<file path="src/rtl/rf_pkg.sv">
// Shared constants and types for the register-file write arbiter.
package rf_pkg;

    localparam int unsigned NUM_REGS = 16;
    localparam int unsigned ADDR_W   = 4;
    localparam int unsigned DATA_W   = 16;

    typedef logic [ADDR_W-1:0] rf_addr_t;
    typedef logic [DATA_W-1:0] rf_data_t;

    // Arbitration mode encodings
    localparam int unsigned PRIO_RR    = 0;
    localparam int unsigned PRIO_FIXED = 1;

endpackage

</file>
<file path="src/rtl/rf_rr_arb2.sv">
// Two-way arbiter: round-robin (PRIO_RR) or fixed priority with req[0] highest
// (PRIO_FIXED). last_grant resets to 1 so req[0] wins the first contest.
module rf_rr_arb2
    import rf_pkg::*;
#(
    parameter int unsigned PRIO_MODE = PRIO_RR
) (
    input  logic       clk,
    input  logic       rst,
    input  logic [1:0] req,
    output logic [1:0] grant
);

    logic last_grant_q, last_grant_d;

    // Grant decision; a lone request always wins, contention uses the mode
    always_comb begin
        if (req == 2'b11) begin
            grant = (PRIO_MODE == PRIO_FIXED || last_grant_q) ? 2'b01 : 2'b10;
        end else begin
            grant = req;
        end
        last_grant_d = last_grant_q;
        if (grant[0]) last_grant_d = 1'b0;
        if (grant[1]) last_grant_d = 1'b1;
    end

    // last_grant tracks the most recent winner
    always_ff @(posedge clk) begin
        if (rst) begin
            last_grant_q <= 1'b1;
        end else begin
            last_grant_q <= last_grant_d;
        end
    end

endmodule

</file>
<file path="src/rtl/rf_write_arbiter.sv">
// Register-file write-port arbiter: two writeback requesters share one write
// port; the winning write is registered and presented as a one-hot enable plus
// shared data one cycle after acceptance. Widths come from rf_pkg.
// Optional macro RF_WB_BYPASS_EN adds forwarding of the in-flight write to the
// two read ports.
module rf_write_arbiter
    import rf_pkg::*;
#(
    parameter int unsigned PRIO_MODE = PRIO_RR
) (
    input  logic                clk,
    input  logic                rst,
    input  logic                req0_valid,
    input  logic [ADDR_W-1:0]   req0_reg,
    input  logic [DATA_W-1:0]   req0_data,
    output logic                req0_ready,
    input  logic                req1_valid,
    input  logic [ADDR_W-1:0]   req1_reg,
    input  logic [DATA_W-1:0]   req1_data,
    output logic                req1_ready,
    output logic [NUM_REGS-1:0] wr_en,
    output logic [DATA_W-1:0]   wr_data,
    output logic                busy
`ifdef RF_WB_BYPASS_EN
    ,
    input  logic [ADDR_W-1:0]   rd_addr1,
    input  logic [ADDR_W-1:0]   rd_addr2,
    input  logic [DATA_W-1:0]   rf_rd1,
    input  logic [DATA_W-1:0]   rf_rd2,
    output logic [DATA_W-1:0]   rd_data1,
    output logic [DATA_W-1:0]   rd_data2
`endif
);

    logic [1:0]          req;
    logic [1:0]          grant;
    logic [ADDR_W-1:0]   sel_reg;
    logic [DATA_W-1:0]   sel_data;
    logic [NUM_REGS-1:0] wr_en_q, wr_en_d;
    logic [DATA_W-1:0]   wr_data_q, wr_data_d;
    logic                busy_q, busy_d;

    // No acceptance while reset is held
    assign req = {req1_valid, req0_valid} & {2{~rst}};

    rf_rr_arb2 #(
        .PRIO_MODE(PRIO_MODE)
    ) u_arb (
        .clk  (clk),
        .rst  (rst),
        .req  (req),
        .grant(grant)
    );

    assign req0_ready = grant[0];
    assign req1_ready = grant[1];

    // Select the winner and build the next write-stage contents
    always_comb begin
        sel_reg   = grant[1] ? req1_reg  : req0_reg;
        sel_data  = grant[1] ? req1_data : req0_data;
        wr_en_d   = '0;
        wr_data_d = wr_data_q;
        busy_d    = |grant;
        // Register 0 is hardwired zero: accept but never enable, keep data bus
        if ((|grant) && (sel_reg != '0)) begin
            wr_en_d[sel_reg] = 1'b1;
            wr_data_d        = sel_data;
        end
    end

    // Write stage register
    always_ff @(posedge clk) begin
        if (rst) begin
            wr_en_q   <= '0;
            wr_data_q <= '0;
            busy_q    <= 1'b0;
        end else begin
            wr_en_q   <= wr_en_d;
            wr_data_q <= wr_data_d;
            busy_q    <= busy_d;
        end
    end

    // Reset also squashes a write already sitting in the stage
    assign wr_en   = rst ? '0 : wr_en_q;
    assign busy    = busy_q & ~rst;
    assign wr_data = wr_data_q;

`ifdef RF_WB_BYPASS_EN
    // Forward the same-cycle write to the read ports; reg 0 always reads zero
    always_comb begin
        rd_data1 = rf_rd1;
        rd_data2 = rf_rd2;
        if (rd_addr1 == '0) begin
            rd_data1 = '0;
        end else if (busy && wr_en[rd_addr1]) begin
            rd_data1 = wr_data;
        end
        if (rd_addr2 == '0) begin
            rd_data2 = '0;
        end else if (busy && wr_en[rd_addr2]) begin
            rd_data2 = wr_data;
        end
    end
`endif

endmodule

</file>
<file path="config.mk">
export PLATFORM = sky130hd
export DESIGN_NAME = rf_write_arbiter
export DESIGN_NICKNAME = d
export VERILOG_FILES = /design/src/rtl/rf_pkg.sv /design/src/rtl/rf_rr_arb2.sv /design/src/rtl/rf_write_arbiter.sv
export SDC_FILE = /design/constraint.sdc
export NUM_CORES = 1
export LEC_CHECK = 0
export CELL_PAD_IN_SITES_DETAIL_PLACEMENT = 0
export CELL_PAD_IN_SITES_GLOBAL_PLACEMENT = 1
export CORE_MARGIN = 2
export CORE_UTILIZATION = 44
export DETAILED_ROUTE_END_ITERATION = 8
export DONT_BUFFER_PORTS = 1
export MAX_ROUTING_LAYER = met4
export PLACE_DENSITY_LB_ADDON = 0.1
export SLEW_MARGIN = 25
export SYNTH_ARGS = -nofsm -noshare
export SYNTH_HDL_FRONTEND = slang
export SYNTH_SLANG_ARGS = --single-unit
</file>
<file path="constraint.sdc">
create_clock -name clk -period 2.2 [get_ports clk]
set_clock_uncertainty 0.15 [all_clocks]
set_input_delay 0.44 -clock clk [delete_from_list [all_inputs] [get_ports clk]]
set_output_delay 0.44 -clock clk [all_outputs]
set_load 0.01 [all_outputs]
</file>
Word level (Yosys, flattened, before mapping)
Cells that the tools add are included.
Widths: inputs -> output; s select.
Storage, ports and cells
  input port bits: 44
  logic and storage cells: 24
  output and inout port bits: 35
  bits in registers: 34
Cells by class
  reduce and logical (&&, ||, !) cells: 6
  equal/unequal tests: 1
  bitwise operators: 4
  order comparisons: 2
  mux-type cells: 7
Operator list (count)
  $mux 16: 2
  $reduce_or 2->1: 3
  $lt 4x5->1 const B: 1
  $demux 1 s4: 1
  $ge 4x1->1 const B: 1
  $mux 2: 2
  $mux 4: 1
  $reduce_bool 4->1: 1
  $and 2x2->2: 1
  $eq 2x2->1 const B: 1
  $logic_and 1x1->1: 2
  $not 1->1: 2
  $and 1x1->1: 1
  $mux 1: 1

Depth between registers and ports, before layout
  depth after elaboration: 9
  gate-level depth with buffers: 7
  depth with buffers taken out: 4

By module
A second synthesis with hierarchy kept.
Unflattened totals
  cells, all modules: 198
  area total of the unflattened synthesis: 1644.1 µm²
Modules (own cells, without submodules)
  rf_write_arbiter: times used 1, cells each 191, seq. area each 660.6 µm², area an instance 1589.0 µm²
  rf_rr_arb2: times used 1, cells each 7, seq. area each 20.0 µm², area an instance 55.1 µm²

Worst setup path before layout
No wires, ideal clock.
  kind: input to register
  start point: input req0_valid
  end point: register wr_data_q[0], in the netlist wr_data[0]
  cell stages on the path: 6
  arrival: 1.720 ns
  library setup time: 0.121 ns
  buffers on the path: 2
  setup slack: 0.208 ns
  path through: buf_2 a21boi_1 nand2b_2 o211ai_4 buf_12 mux2_4
Between the ends
  longest elaborated chain between the ends: 6
Ends and longest elaborated chain
  from (decl): line rf_write_arbiter.sv:13  | input logic req0_valid,
  $and 2x2->2 (*): line rf_write_arbiter.sv:44  | assign req = {req1_valid, req0_valid} & {2{~rst}};
  $eq 2x2->1: line rf_rr_arb2.sv:18  | if (req == 2'b11) begin
  $mux 2 (*): line rf_rr_arb2.sv:18
  $mux 4: line rf_write_arbiter.sv:60  | sel_reg = grant[1] ? req1_reg : req0_reg;
  $reduce_bool 4->1: line rf_write_arbiter.sv:66  | if ((|grant) && (sel_reg != '0)) begin
  $logic_and 1x1->1: line rf_write_arbiter.sv:66
  to (signal assigned): line rf_write_arbiter.sv:80  | wr_data_q <= wr_data_d;
  to (decl): line rf_write_arbiter.sv:40  | logic [DATA_W-1:0] wr_data_q, wr_data_d;
Mark *: on every way between the ends. The rest lies on a longest branch, timed or not.
A chain may end at the register's enable or synchronous reset.

Worst setup path in the final report
  start point: register u_arb.last_grant_q
  end point: register wr_en_q[13]
Between the ends
  longest elaborated chain between the ends: 7
Ends and longest elaborated chain
  from (decl): line rf_rr_arb2.sv:14  | logic last_grant_q, last_grant_d;
  from (signal assigned): line rf_rr_arb2.sv:33  | last_grant_q <= last_grant_d;
  $mux 2 (*): line rf_rr_arb2.sv:19  | grant = (PRIO_MODE == PRIO_FIXED || last_grant_q) ? 2'b01 : 2'b10;
  $mux 2 (*): line rf_rr_arb2.sv:18
  $mux 4: line rf_write_arbiter.sv:60
  $lt 4x5->1 (not written as such) (tied with other cells): line rf_write_arbiter.sv:67  | wr_en_d[sel_reg] = 1'b1;
  $logic_and 1x1->1 (on tied branches): line rf_write_arbiter.sv:67, rf_write_arbiter.sv:66
  $mux 1 (not written as such) or $not 1->1 (tied branches)
  $demux 1 s4 or $reduce_or 2->1 (tied branches)
  to (signal assigned): line rf_write_arbiter.sv:79  | wr_en_q <= wr_en_d;
  to (decl): line rf_write_arbiter.sv:39  | logic [NUM_REGS-1:0] wr_en_q, wr_en_d;
Marked as above.

==> results.yml <==
sta:
  max_freq_ghz: 0.570
  rsz0062_at_grt: "false"
  hold_violations: 0
  min_period_ns: 1.76
  finalSetupViolCount: 0
  setup_tns_ns: 0
  post-route-period-util: 0.798
  slew_violations: 0
synthesis:
  synth.top_cell.area_share: 0.398
  ys_types: 32
  postSynth.asyncResetShare: 0
  netlist_instances: 198
  ys.flop_type: "dfxtp_1"
  synth_compound_area_frac: 0.121
  ys_warn_count: 0
  synth_common_cells: "nor2b_1 (37), nand2_1 (35), dfxtp_1 (34)"
  yosysMostFrequentCell: "nor2b_1"
  synth_top_area_cell: "dfxtp_1"
  synth_top_family_by_area: "simple AND/OR/NAND/NOR gates"
  synthTopCellsByArea: "dfxtp_1 (40%), nor2b_1 (14%), mux2_4 (8.8%), nand2_1 (7.7%), a21oi_1 (4.7%)"
  synth-xor-area-share: 0
  synth_mux_area_frac: 0.127
  synth_edf_count: 0
  synth-seq-cells: 34
  synthAdderAreaFrac: 0
  synth_fp_nets: 242
  seq_area_frac_synth: 0.398
  synth-simple-area-share: 0.299
  syn_avg_cell_area_um2: 8.63
  netlist_area_mm2: 0.00171
clock_tree:
  clk_pin_slew_ns: 0.07
  clock_path_buffers: 2
  cts_made_buffers: 5
  cts_hold_buf: 0
  cts_setup_buffers: 0
  clock-sinks: 34
  cts_resized: 0
  cts_tree: "done"
  cts_root_buf: "clkbuf_8"
  htreeDepth: 2
  clock_latency_ns: 0.28
global_route:
  grt_pass1_wl_mm: 5.65
  grt_max_degree: 65
  grt_pass1_vias: 1230
  grt_usage: 0.174
  grt-busiest-layer: "met2"
  met3_usage: 0.0528
  met1_usage: 0.224
  grt_overflow: 0
  grtUsageMet2: 0.249
  antenna_found_initial: 0
final_layout:
  area_growth_pct: 9.66
  final_nets: 239
  fin_util: 0.508
  fin_area_mm2: 0.00187
  final_layout_size_suffix_gt1_frac: 0.168
  final_cells: 244
  diodes: 0
floorplan:
  coreArea_mm2: 0.00369
  die_h_um: 66.3
  fp-row-count: 22
  start_util: 0.463
  die_w_um: 66.3
  die_area_mm2: 0.00440
  pin_count: 79
worst_setup_path:
  end_kind: "flop"
  worst-setup-path-type: "flop to flop"
  worstPathRequired_ns: 2.26
  worst_setup_path_start_kind: "flop"
  worstPathMaxFanout: 20
  arrival_ns: 1.82
placement:
  dpl-instance-area_mm2: 0.00174
  place_hpwl_mm: 2.46
  gp_congestion: 0.744
  dp_cells: 236
  port_buffers: 0
drt:
  drc: 0
  wl_mm: 3.49
  num_vias: 1280
  drt-pass1-iter-count: 4
  viasPerCell: 5.25
  ant_nets: 0
  drt_iter0_markers: 68
  wire_per_inst_um: 14.3
power:
  power_density_mw_per_mm2: 804
  ir_worst_vdd_mv: 0.408
  power.leakage_nw: 0.761
  power_w: 0.00151
status:
  status: "finished clean"
min_path:
  min_path_type: "primary input to flop"
run:
  max_cap_violations: 0
[final timing paths]
path / start / endpoint / slack (ns) / cells after the start
setup / recovery: u_arb.last_grant_q / wr_en_q[13] / 0.44 / 5
hold / removal: rst / u_arb.last_grant_q / 0.12 / 1
setup reg to reg: u_arb.last_grant_q / wr_en_q[13] / 0.44 / 5
hold reg to reg: u_arb.last_grant_q / u_arb.last_grant_q / 0.42 / 3
[logic make-up (layout without fill, tap and decap cells)]
| group | count (synthesis) | after routing |
|---|---|---|
| flip-flops | 34 | 34 |
| multiplexers | 16 | 16 |
| AND/OR/NAND/NOR | 98 | 98 |
| AO/OA/AOI/OAI | 31 | 31 |
| buffers and inverters | 18 | 16 |
| other | 1 | 1 |
[layer usage]
layer,up-vias,part of all wire
met5,-,0
met4,0,0.016
met3,6,0.090
met2,60,0.44
met1,567,0.45
li1,647,-
[metrics by stage]
stage / worst slack (ns) / hold slack [ns]
after floorplan: 0.208 / 0.358
after global placement: 0.241 / 0.385
after detailed placement: 0.227 / 0.405
after CTS: 0.428 / 0.104
after global routing: 0.253 / 0.126
final: 0.445 / 0.120
[registers in the layout (all words and copies together) (netlist names)]
signal and cells:
wr_en_q 16, busy_q 1, wr_data 16, u_arb.last_grant_q 1
[cells in the final DEF, fill, tap and decap left out, types with 4 or more instances in the layout]
cell type / instances
inv_1: 5
a21oi_1: 16
nand2_1: 35
mux2_2: 6
clkbuf_8: 5
a31oi_1: 4
dfxtp_1: 34
nor2_1: 14
nor2b_1: 37
mux2_4: 10
[layout make-up]
class | instances | area (um2)
Tap cell | 48 | 60.1
Clock inverter | 3 | 68.8
Timing Repair Buffer | 3 | 35.0
Inverter | 5 | 18.8
Clock buffer | 5 | 68.8
Sequential cell | 34 | 681
Multi-Input combinational cell | 146 | 942
Fill cell | 361 | 1810
[power breakdown]
part | leakage [nW] | switching, W | internal (W)
combinational | 0.415 | 0.0000772 | 0.0000807
sequential | 0.278 | 0.0000256 | 0.000645
clock | 0.0683 | 0.000226 | 0.000454
[worst max-delay path: stages (launching register included)]
cell      delay, ns
dfxtp_1        0.35
a21boi_2       0.17
buf_4          0.27
nand3b_1       0.18
a211oi_1       0.38
nor2b_1        0.19
Power figures use the tool's default switching activity.
